File: src/rtl/vga_timing_gen.sv
// vga_timing_gen
// 640x480@60 Hz raster timing source. Divides clk down to a pixel-rate tick,
// runs the horizontal/vertical position counters and a completed-frame counter,
// and drives sync, blanking and line/frame marker outputs. Every output is a
// register loaded on the same clk edge, so coordinates, syncs and blanking
// always describe the same pixel.
//
// Ports:
//   clk          in   system clock (100 MHz)
//   rst          in   asynchronous, active-high reset
//   pix_en       out  one-clk strobe in the cycle after each counter update
//   hCount[9:0]  out  horizontal position, 0..H_TOT-1
//   vCount[9:0]  out  vertical position, 0..V_TOT-1
//   hSync        out  horizontal sync, active level SYNC_POL
//   vSync        out  vertical sync, active level SYNC_POL
//   bright       out  current (hCount, vCount) lies in the visible area
//   line_start   out  pulse with pix_en when hCount has just wrapped to 0
//   frame_start  out  pulse with pix_en when position has just become (0, 0)
//   frame_cnt    out  completed-frame counter, wraps 255 -> 0
module vga_timing_gen #(
  parameter int DIV      = 4,
  parameter int H_SYNC   = 96,
  parameter int H_BP     = 48,
  parameter int H_ACT    = 640,
  parameter int H_FP     = 16,
  parameter int V_SYNC   = 2,
  parameter int V_BP     = 33,
  parameter int V_ACT    = 480,
  parameter int V_FP     = 10,
  parameter int SYNC_POL = 0
) (
  input  logic       clk,
  input  logic       rst,
  output logic       pix_en,
  output logic [9:0] hCount,
  output logic [9:0] vCount,
  output logic       hSync,
  output logic       vSync,
  output logic       bright,
  output logic       line_start,
  output logic       frame_start,
  output logic [7:0] frame_cnt
);

  localparam int H_TOT = H_SYNC + H_BP + H_ACT + H_FP;
  localparam int V_TOT = V_SYNC + V_BP + V_ACT + V_FP;

  // DIV=1 still needs a one-bit divider register; it simply never leaves 0.
  localparam int DW = (DIV > 1) ? $clog2(DIV) : 1;
  localparam logic [DW-1:0] DIV_LAST = DW'(DIV - 1);

  localparam logic [9:0] H_LAST     = 10'(H_TOT - 1);
  localparam logic [9:0] V_LAST     = 10'(V_TOT - 1);
  localparam logic [9:0] H_SYNC_END = 10'(H_SYNC);
  localparam logic [9:0] V_SYNC_END = 10'(V_SYNC);
  localparam logic [9:0] H_VIS_BEG  = 10'(H_SYNC + H_BP);
  localparam logic [9:0] H_VIS_END  = 10'(H_SYNC + H_BP + H_ACT);
  localparam logic [9:0] V_VIS_BEG  = 10'(V_SYNC + V_BP);
  localparam logic [9:0] V_VIS_END  = 10'(V_SYNC + V_BP + V_ACT);
  localparam logic       SYNC_ON    = (SYNC_POL != 0) ? 1'b1 : 1'b0;

  logic [DW-1:0] div_cnt_r;
  logic [DW-1:0] div_next_s;
  logic          tick_s;
  logic [9:0]    h_next_s;
  logic [9:0]    v_next_s;
  logic [7:0]    frame_next_s;
  logic          hsync_next_s;
  logic          vsync_next_s;
  logic          bright_next_s;
  logic          line_next_s;
  logic          frame_start_next_s;

  // Next-state for divider and position/frame counters.
  always_comb begin
    tick_s       = (div_cnt_r == DIV_LAST);
    div_next_s   = div_cnt_r;
    h_next_s     = hCount;
    v_next_s     = vCount;
    frame_next_s = frame_cnt;
    if (tick_s) begin
      div_next_s = {DW{1'b0}};
      if (hCount == H_LAST) begin
        h_next_s = 10'd0;
        if (vCount == V_LAST) begin
          v_next_s     = 10'd0;
          frame_next_s = frame_cnt + 8'd1;
        end else begin
          v_next_s = vCount + 10'd1;
        end
      end else begin
        h_next_s = hCount + 10'd1;
      end
    end else begin
      div_next_s = div_cnt_r + DW'(1);
    end
  end

  // Sync/blank/marker values decoded from the next position so they are
  // registered on the same edge as the counters they describe.
  always_comb begin
    hsync_next_s       = (h_next_s < H_SYNC_END) ? SYNC_ON : ~SYNC_ON;
    vsync_next_s       = (v_next_s < V_SYNC_END) ? SYNC_ON : ~SYNC_ON;
    bright_next_s      = (h_next_s >= H_VIS_BEG) && (h_next_s < H_VIS_END) &&
                         (v_next_s >= V_VIS_BEG) && (v_next_s < V_VIS_END);
    // Markers need tick so that the reset restart at (0, 0) produces no pulse.
    line_next_s        = tick_s && (h_next_s == 10'd0);
    frame_start_next_s = tick_s && (h_next_s == 10'd0) && (v_next_s == 10'd0);
  end

  // Output and state registers; reset puts syncs at their active level to
  // match the (0, 0) position.
  always_ff @(posedge clk or posedge rst) begin
    if (rst) begin
      div_cnt_r   <= {DW{1'b0}};
      hCount      <= 10'd0;
      vCount      <= 10'd0;
      frame_cnt   <= 8'd0;
      hSync       <= SYNC_ON;
      vSync       <= SYNC_ON;
      bright      <= 1'b0;
      pix_en      <= 1'b0;
      line_start  <= 1'b0;
      frame_start <= 1'b0;
    end else begin
      div_cnt_r   <= div_next_s;
      hCount      <= h_next_s;
      vCount      <= v_next_s;
      frame_cnt   <= frame_next_s;
      hSync       <= hsync_next_s;
      vSync       <= vsync_next_s;
      bright      <= bright_next_s;
      pix_en      <= tick_s;
      line_start  <= line_next_s;
      frame_start <= frame_start_next_s;
    end
  end

endmodule

File: config.mk
export PLATFORM = sky130hd
export DESIGN_NAME = vga_timing_gen
export DESIGN_NICKNAME = d
export VERILOG_FILES = /design/src/rtl/vga_timing_gen.sv
export SDC_FILE = /design/constraint.sdc
export NUM_CORES = 1
export LEC_CHECK = 0
export CAP_MARGIN = 10
export CORE_AREA = 10 10 72 74
export CTS_BUF_LIST = sky130_fd_sc_hd__clkbuf_2 sky130_fd_sc_hd__clkbuf_4 sky130_fd_sc_hd__clkbuf_8
export DETAILED_ROUTE_END_ITERATION = 6
export DIE_AREA = 0 0 82 84
export GPL_ROUTABILITY_DRIVEN = 1
export PLACE_DENSITY = 0.8
export SYNTH_ARGS = -nofsm -noshare
export SYNTH_HDL_FRONTEND = slang
export SYNTH_SLANG_ARGS = --single-unit
File: constraint.sdc
create_clock -name clk -period 4 [get_ports clk]
set_clock_uncertainty 0.1 [all_clocks]
set_input_delay 0.8 -clock clk [delete_from_list [all_inputs] [get_ports clk]]
set_output_delay 0.8 -clock clk [all_outputs]
set_load 0.02 [all_outputs]
After elaboration in Yosys (flattened, before gate mapping)
Index checks and enable logic that the tools add are counted.
Widths: inputs -> output; s select.
{"block": "classes", "muxes": 8, "n_reduce_logical": 8, "n_lt_le_gt_ge": 6, "add_sub_neg": 4, "eq_ne": 3}
{"op": "$mux 10", "count": 5}
{"op": "$add 10x1->10 const B", "count": 2}
{"op": "$eq 10x10->1 const B", "count": 2}
{"op": "$logic_not 10->1", "count": 2}
{"op": "$lt 10x10->1 const B", "count": 2}
{"op": "$ge 10x6->1 const B", "count": 1}
{"op": "$ge 10x8->1 const B", "count": 1}
{"op": "$lt 10x2->1 const B", "count": 1}
{"op": "$lt 10x7->1 const B", "count": 1}
{"op": "$add 8x1->8 const B", "count": 1}
{"op": "$logic_and 1x1->1", "count": 5}
{"op": "$reduce_and 3->1", "count": 1}
{"op": "$add 2x1->2 const B", "count": 1}
{"op": "$eq 2x2->1 const B", "count": 1}
{"op": "$mux 1", "count": 2}
{"op": "$mux 2", "count": 1}
{"block": "totals", "out_inout_bits": 34, "elab_cells": 39, "ff_bits": 36, "inputBits": 2}

Logic depth before layout (Yosys ltp)
Gate-level depths: netlist of the first run.
{"block": "depth", "depth_word": 7, "depth_mapped": 9, "depth_no_buf": 9}

Worst setup path before layout of the first run
Ideal clock, no wire load.
{"block": "synth_timing", "path_type": "reg2reg", "startpoint": "register hCount[0]", "endpoint": "register bright", "setup_slack_ns": 1.563, "synth_period_minus_slack_ns": 2.437, "arrival_time_ns": 2.241, "required_time_ns": 3.804, "setup_time_ns": 0.096, "stages_incl_launch_ff": 9, "path_cell_list": "dfrtp_1 ha_1 and2_1 clkbuf_1 nand4_2 o31a_1 or2_2 and4_1 nor4_2"}
{"item": "from (decl)", "line_no": "35", "source": "output logic [9:0] hCount,"}
{"item": "from (signal assigned)", "line_no": "127", "source": "hCount <= h_next_s;"}
{"item": "$eq 10x10->1 *", "line_no": "83", "source": "if (hCount == H_LAST) begin"}
{"item": "$mux 10 *", "line_no": "83"}
{"item": "$mux 10 *", "line_no": "81", "source": "if (tick_s) begin"}
{"item": "net v_next_s[5]", "line_no": "66", "source": "logic [9:0] v_next_s;"}
{"item": "$ge 10x6->1", "line_no": "105", "source": "(v_next_s >= V_VIS_BEG) && (v_next_s < V_VIS_END);"}
{"item": "$logic_and 1x1->1", "line_no": "104", "source": "bright_next_s = (h_next_s >= H_VIS_BEG) && (h_next_s < H_VIS_END) &&"}
{"item": "$logic_and 1x1->1 *", "line_no": "105"}
{"item": "net bright_next_s", "line_no": "70", "source": "logic bright_next_s;"}
{"item": "to (signal assigned)", "line_no": "132", "source": "bright <= bright_next_s;"}
{"item": "to (decl)", "line_no": "39", "source": "output logic bright,"}
Mark *: on every way through the listed nets, which the timed path passes. The rest lies on a longest branch.
A chain may end at the register's enable or synchronous reset.

Final worst setup path of the first run
{"block": "layout_timing", "startpoint": "register hCount[5]", "endpoint": "register bright"}
The elaborated chain is that of the path after synthesis.

==> impl_results.md, run 1 <==
- RSZ-0062 raised after global routing: no
- Clock Latency Late Sink: 0.29 ns
- Vias per inst: 6.017
- Area share of the largest cell type after synthesis: 0.4431
- Clock edge transition at the registers on the reported setup and hold paths: 0.08 ns
- Ratio of cells with drive above 1 in the final layout: 0.09244
- Post-Place Setup Slack: 1.074 ns
- Die area: 6888 sq um
- Simple-gate portion of the synthesized area: 0.2763
- Port Buffers: 35
- Tmin final: 2.970 ns
- Relative slew slack: 0.3898
- Fin. Hold Viols: 0
- Final ANT Viol Nets: 0
- Dominant cell type by area after synthesis: dfrtp_1
- Final setup violation count: 0
- Mux share of post-synthesis cell area: 0.02154
- Number of global-route vias before repair: 1591
- Most frequent cells in the layout: dfrtp_1 (36), clkdlybuf4s50_1 (35), nor2_1 (16), nand2_1 (16), nand3_1 (15)
- Area of the mapped netlist: 2033 sq um
- Seq/Total Area, Yosys: 0.4431
- Final HPWL DP: 3386 um
- Final period util: 0.7425
- Area Growth Syn to Fin: 26.22%
- # diodes: 0
- Total chip power: 0.8155 mW
- CTS tree: done
- Critical path class: reg2reg
- Largest cells by area after synthesis: dfrtp_1 (44%), xnor2_1 (5.6%), nand3_1 (3.7%)
- Worst min path class: reg2reg
- DRC: 0
- Post-Route WL: 4695 um
- Maximum buffer depth of the clock tree: 2
- Critical path buffers and inverters: 1
- Max-slew violation count: 0
- Final TNS setup: 0 ns
- Sw Ratio: 0.1696
- Leakage: about 1.1 nW
- Crit-path max FO: 18
- Post-synth cell types: 49
- Root buffer cell: clkbuf_8
- First-pass GRT wire length: approximately 8000 um
- Comb pwr share: 0.010
- DR iter-0 viols: 176
- Peak supply drop: 151.6 uV
- WP data arrival: between 3 and 4 ns
- CP max stage delay: 0.70 ns
- Crit path cell chain: or4b_4, nor4_4, o211ai_1, nand2_1, inv_1, mux2_2, nor4_2
- Drt pass-1 iters: 5
- Cells after Synth: 203
- Post-synth EDFFs: 0
- PwrDens: 317.8 nW/um^2
- Max_cap viols: 0
- Initial antenna violation count: 0
- Most common cell after layout, fill and taps aside: dfrtp_1
- Status: complete, no violations
- CTS Buf Count: 5
- Cell-internal power: around 0.68 mW
- Delay-heaviest family, CP: simple AND/OR/NAND/NOR gates
- Fraction of registers with async set/reset: 1.000
- CP max stage cell: nor4_4
- Flops & latches, synth: 36
- Warnings, synthesis: 0
- Hold buffer count at CTS: 0
- Die width: between 80 and 90 um
- Total GRT Usage: 0.1434
- Largest net degree at the start of global routing: 37
- Required @ worst endpoint: 4.11 ns
- Postcts setup bufs: 0
- Clock Sinks: 36
- Row count: 23
- Synth Area in Compound Gates: 0.1108
- Worst Setup Start Kind: register
- Via count: between 1500 and 2000
- Post-synthesis xor/xnor area fraction: 0.08185
- Most used DFF post-synth: dfrtp_1
- CTS H-tree lvls: 2
- Setup slack after layout: 1.030 ns
- Hold Slack: 0.3475 ns
- Routed WL per cell: 16.30 um
- Syn_nets: 210
- Flop pwr share: 0.446
- Main combinational cell family by area after synthesis: simple AND/OR/NAND/NOR gates
- Peak Freq: 0.3367 GHz
- Adder-cell share of the synthesized area: 0.03077
- Syn avg cell area: 10.02 sq um
- IO Pins: 36
- Gates resized, CTS repair: 0
- Clk network pwr share: 0.544
- Total gr overflow: 0
- Initial Utilization: 0.5273
- Reported net switching power: 0.1383 mW
- GP Congestion: 0.9161
- Endpoint class of the critical path: register
- Core footprint: 3856 sq um
- Worst Tran Pin Value: 0.9085 ns
- Final #Nets: 244
- Die height: 84 um
## through the flow
step             util  cells  area (sq um)
2_1_floorplan       -    203          2033
3_3_place_gp   0.6243    280          2407
5_1_grt        0.6655    288          2566
4_1_cts        0.6655    288          2566
3_5_place_dp   0.6243    280          2407
6_report       0.6655    288          2566
## cell type report
cell class	instances	area, sq um
clock inverter	3	90.09
fill	321	1290
sequential	36	900.9
tap	50	62.56
inverter	7	26.28
timing repair buffer	36	357.8
multi-input combinational	151	1060
clock buffer	5	68.82
## cell families after synthesis
logic type / count (synthesis)
AO/OA/AOI/OAI: 30
XOR/XNOR: 19
adder cells (fa/ha/maj): 5
buffers and inverters: 16
flip-flops: 36
multiplexers: 4
AND/OR/NAND/NOR: 93
## layer usage
metal	wire, um	GRT usage	up-vias
li1	-	-	815
met1	1957	0.1809	839
met4	96	0.05263	0
met3	428	0.04957	10
met5	0	0	-
met2	2213	0.2175	69
## cells in the mapped netlist, drive strengths merged, types with 2 or more instances
library cell   n
nor3b          2
buf            5
and3           5
nor4bb         2
and2           4
nor3           5
and4           4
nand3         15
ha             5
inv            7
xor2           6
xnor2         13
a21oi          5
nand2         16
a21o           2
o211ai         2
clkbuf         4
a311oi         3
nor4           5
a211oi         5
or2            3
o21ai          3
nand4         11
mux2           3
nor2          16
dfrtp         36
## worst register-to-register path, cell delays in order, from the launching register on
cell	delay, ns
dfrtp_1	0.52
or4b_4	0.63
nor4_4	0.70
o211ai_1	0.26
nand2_1	0.21
inv_1	0.08
mux2_2	0.28
nor4_2	0.12
## flip-flops by register name (all words and copies together), names as in the netlist
signal,cells
bright,1
div_cnt_r,2
frame_cnt,8
frame_start,1
hCount,10
hSync,1
line_start,1
pix_en,1
vCount,10
vSync,1
## worst paths after layout
kind | start | endpoint | slack [ns] | cells after the start
max | hCount[5]$_DFF_PP0_ | bright$_DFF_PP0_ | 1.03 | 7
min | div_cnt_r[0]$_DFF_PP0_ | div_cnt_r[0]$_DFF_PP0_ | 0.35 | 1
max reg2reg | hCount[5]$_DFF_PP0_ | bright$_DFF_PP0_ | 1.03 | 7
min reg2reg | div_cnt_r[0]$_DFF_PP0_ | div_cnt_r[0]$_DFF_PP0_ | 0.35 | 1
max in group asynchronous | rst | vCount[1]$_DFF_PP0_ | 2.68 | 3
min in group asynchronous | rst | vCount[0]$_DFF_PP0_ | 0.80 | 3
## power groups by stage
stage                     clock (mW)  sequential, mW  combinational, mW
final                          0.443           0.364            0.00829
after detailed placement           0           0.371            0.00906
after floorplan                    0           0.371            0.00536
after CTS                      0.449           0.364            0.00902
after global placement             0           0.371            0.00890
after global routing           0.465           0.364             0.0101
(Power assumes the default switching activity.)
==> run 2, diff against run 1 <==
Settings changed: CORE_AREA 10 10 72 74 to 10 10 73 75, DIE_AREA 0 0 82 84 to 0 0 83 85, PLACE_DENSITY 0.8 to 0.78.
Clock period 4 ns to 3 ns, I/O delays scaled along.
==> run 2 against run 1 <==
First-iteration DRC count fell by 22%; critical path depth did not move; worst hold slack got worse by 0.018 ns; largest cell class unchanged; global-route usage fell by 1.1 points; clock power fell by 5.2%; critical endpoint unchanged; highest routed layer unchanged.
==> impl_results.md, run 2 (synthesis results as in run 1) <==
- Worst Setup Start Kind: register
- Clk network pwr share: 0.459
- Row count: 23
- Initial antenna violation count: 0
- Number of global-route vias before repair: about 1600
- Post-Route WL: 4589 um
- Leakage: 1.120 nW
- Critical path buffers and inverters: 0
- Worst Tran Pin Value: 0.4702 ns
- # fillers: 330
- Crit path cell chain: ha_1, and2_1, nand4_2, o31a_1, or2_2, and4_1, nor4_2
- Endpoint class of the critical path: register
- Delay-heaviest family, CP: simple AND/OR/NAND/NOR gates
- Worst R2R Start: div_cnt_r[0]$_DFF_PP0_
- Maximum buffer depth of the clock tree: 2
- # diodes: 0
- Post-route cell area: 2549 sq um
- Peak Freq: 0.3842 GHz
- Area Growth Syn to Fin: 25.35%
- Clock Latency Late Sink: 0.29 ns
- Largest registers: hCount: 10 flops, vCount: 10 flops, frame_cnt: 8 flops
- Largest net degree at the start of global routing: 37
- Total GRT Usage: 0.1323
- Sw Ratio: 0.2003
- Status: complete, no violations
- Ratio of cells with drive above 1 in the final layout: 0.1074
- CTS H-tree lvls: 2
- GP Congestion: 0.8448
- Post-Place Cell Area: 2437 sq um
- Port Buffers: 35
- Final setup violation count: 0
- DR iter-0 viols: approximately 140
- Critical path class: reg2reg
- Most common cell after layout, fill and taps aside: dfrtp_1
- Root buffer cell: clkbuf_8
- Vias per inst: 5.733
- CTS tree: done
- RSZ-0062 raised after global routing: no
- Final #Nets: 248
- Peak supply drop: 277.2 uV
- Max_cap viols: 0
- Die width: 83 um
- CP max stage delay: 0.40 ns
- Worst min path class: reg2reg
- FF+latch area: 900.9 sq um
- Comb pwr share: 0.012
- PwrDens: between 300 and 400 nW/um^2
- Tmin final: 2.603 ns
- Required @ worst endpoint: 3.10 ns
- Postcts setup bufs: 0
- Initial Utilization: 0.5195
- Fin. Hold Viols: 0
- Final period util: 0.8676
- Core footprint: 3914 sq um
- Drt pass-1 iters: 4
- Flop pwr share: 0.529
- Final ANT Viol Nets: 0
- Final TNS setup: 0 ns
- Die area: about 7100 sq um
- Reported net switching power: around 0.18 mW
- CTS Buf Count: 5
- Relative slew slack: 0.6844
- Clock Sinks: 36
- WP data arrival: 2.71 ns
- Multi-input combinational cell area: 1060 sq um
- DRC: 0
- Crit path depth: 7
- Routed WL per cell: between 15 and 20 um
- Cell-internal power: 0.7328 mW
- IO Pins: 36
- Min-delay src: div_cnt_r[0]$_DFF_PP0_
- Clock edge transition at the registers on the reported setup and hold paths: 0.07 ns
- Final HPWL DP: between 3000 and 4000 um
- Hold buffer count at CTS: 0
- Max-slew violation count: 0
- Most frequent cells in the layout: dfrtp_1 (36), clkdlybuf4s50_1 (35), nor2_1 (16), nand2_1 (16), nand3_1 (15)
- Gates resized, CTS repair: 0
- Total gr overflow: 0
- Crit-path max FO: 12
- Via count: about 1700
- Worst Setup SP: div_cnt_r[0]$_DFF_PP0_
- Worst hold stages: 1
- First-pass GRT wire length: 7872 um
- CP max stage cell: ha_1
- Cells on worst reg2reg path: 7
- Die height: 85 um
==> run 2: cell count changes in the layout (fill, tap and decap cells not counted), sizes merged <==
cell and change:
buf +4, clkinv +1, bufinv -2, clkinvlp +1
==> run 2: area by class of cell <==
class | count | area share
Clock buffer | 5 | 0.02700
Inverter | 7 | 0.01031
Clock inverter | 3 | 0.01669
Sequential cell | 36 | 0.3535
Tap cell | 50 | 0.02455
Timing Repair Buffer | 40 | 0.1522
Multi-Input combinational cell | 151 | 0.4158
==> run 2: layer usage <==
metal / up-vias / GRT usage / wire (um)
met5: - / 0 / 0
met4: 0 / 0.06037 / 81
met3: 7 / 0.04015 / 320
met2: 57 / 0.1987 / 2060
met1: 784 / 0.1703 / 2126
li1: 826 / - / -
==> run 2: worst paths after layout <==
| kind | to | slack [ns] |
|---|---|---|
| min | div_cnt_r[0]$_DFF_PP0_ | 0.33 |
| max in group asynchronous | hCount[4]$_DFF_PP0_ | 1.87 |
| min in group asynchronous | line_start$_DFF_PP0_ | 0.61 |
| max reg2reg | bright$_DFF_PP0_ | 0.40 |
| max | bright$_DFF_PP0_ | 0.40 |
| min reg2reg | div_cnt_r[0]$_DFF_PP0_ | 0.33 |
==> run 2: worst reg2reg max path, stage by stage (launching register included) <==
cell and delay (ns):
dfrtp_1 0.35, ha_1 0.40, and2_1 0.34, nand4_2 0.28, o31a_1 0.40, or2_2 0.31, and4_1 0.16, nor4_2 0.19
==> run 2: power groups by stage <==
stage	Sequential (mW)	Clock, mW	Combinational [mW]
finish	0.485	0.420	0.0111
global route	0.485	0.455	0.0134
CTS	0.485	0.430	0.0120
detailed placement	0.494	0	0.0121
global placement	0.494	0	0.0119
floorplan	0.494	0	0.00714
==> run 2: metrics by stage <==
stage / setup slack (ns) / util / total power [mW] / hold slack [ns] / instances
final: 0.3971 / 0.6512 / 0.9163 / 0.3292 / 292
after global routing: 0.1466 / 0.6512 / 0.9536 / 0.3702 / 292
after CTS: 0.4077 / 0.6512 / 0.9264 / 0.3350 / 292
after detailed placement: 0.4123 / 0.6228 / 0.5065 / 0.3253 / 284
after global placement: 0.4449 / 0.6228 / 0.5063 / 0.3111 / 284
after floorplan: 0.5634 / - / 0.5016 / 0.3031 / 203
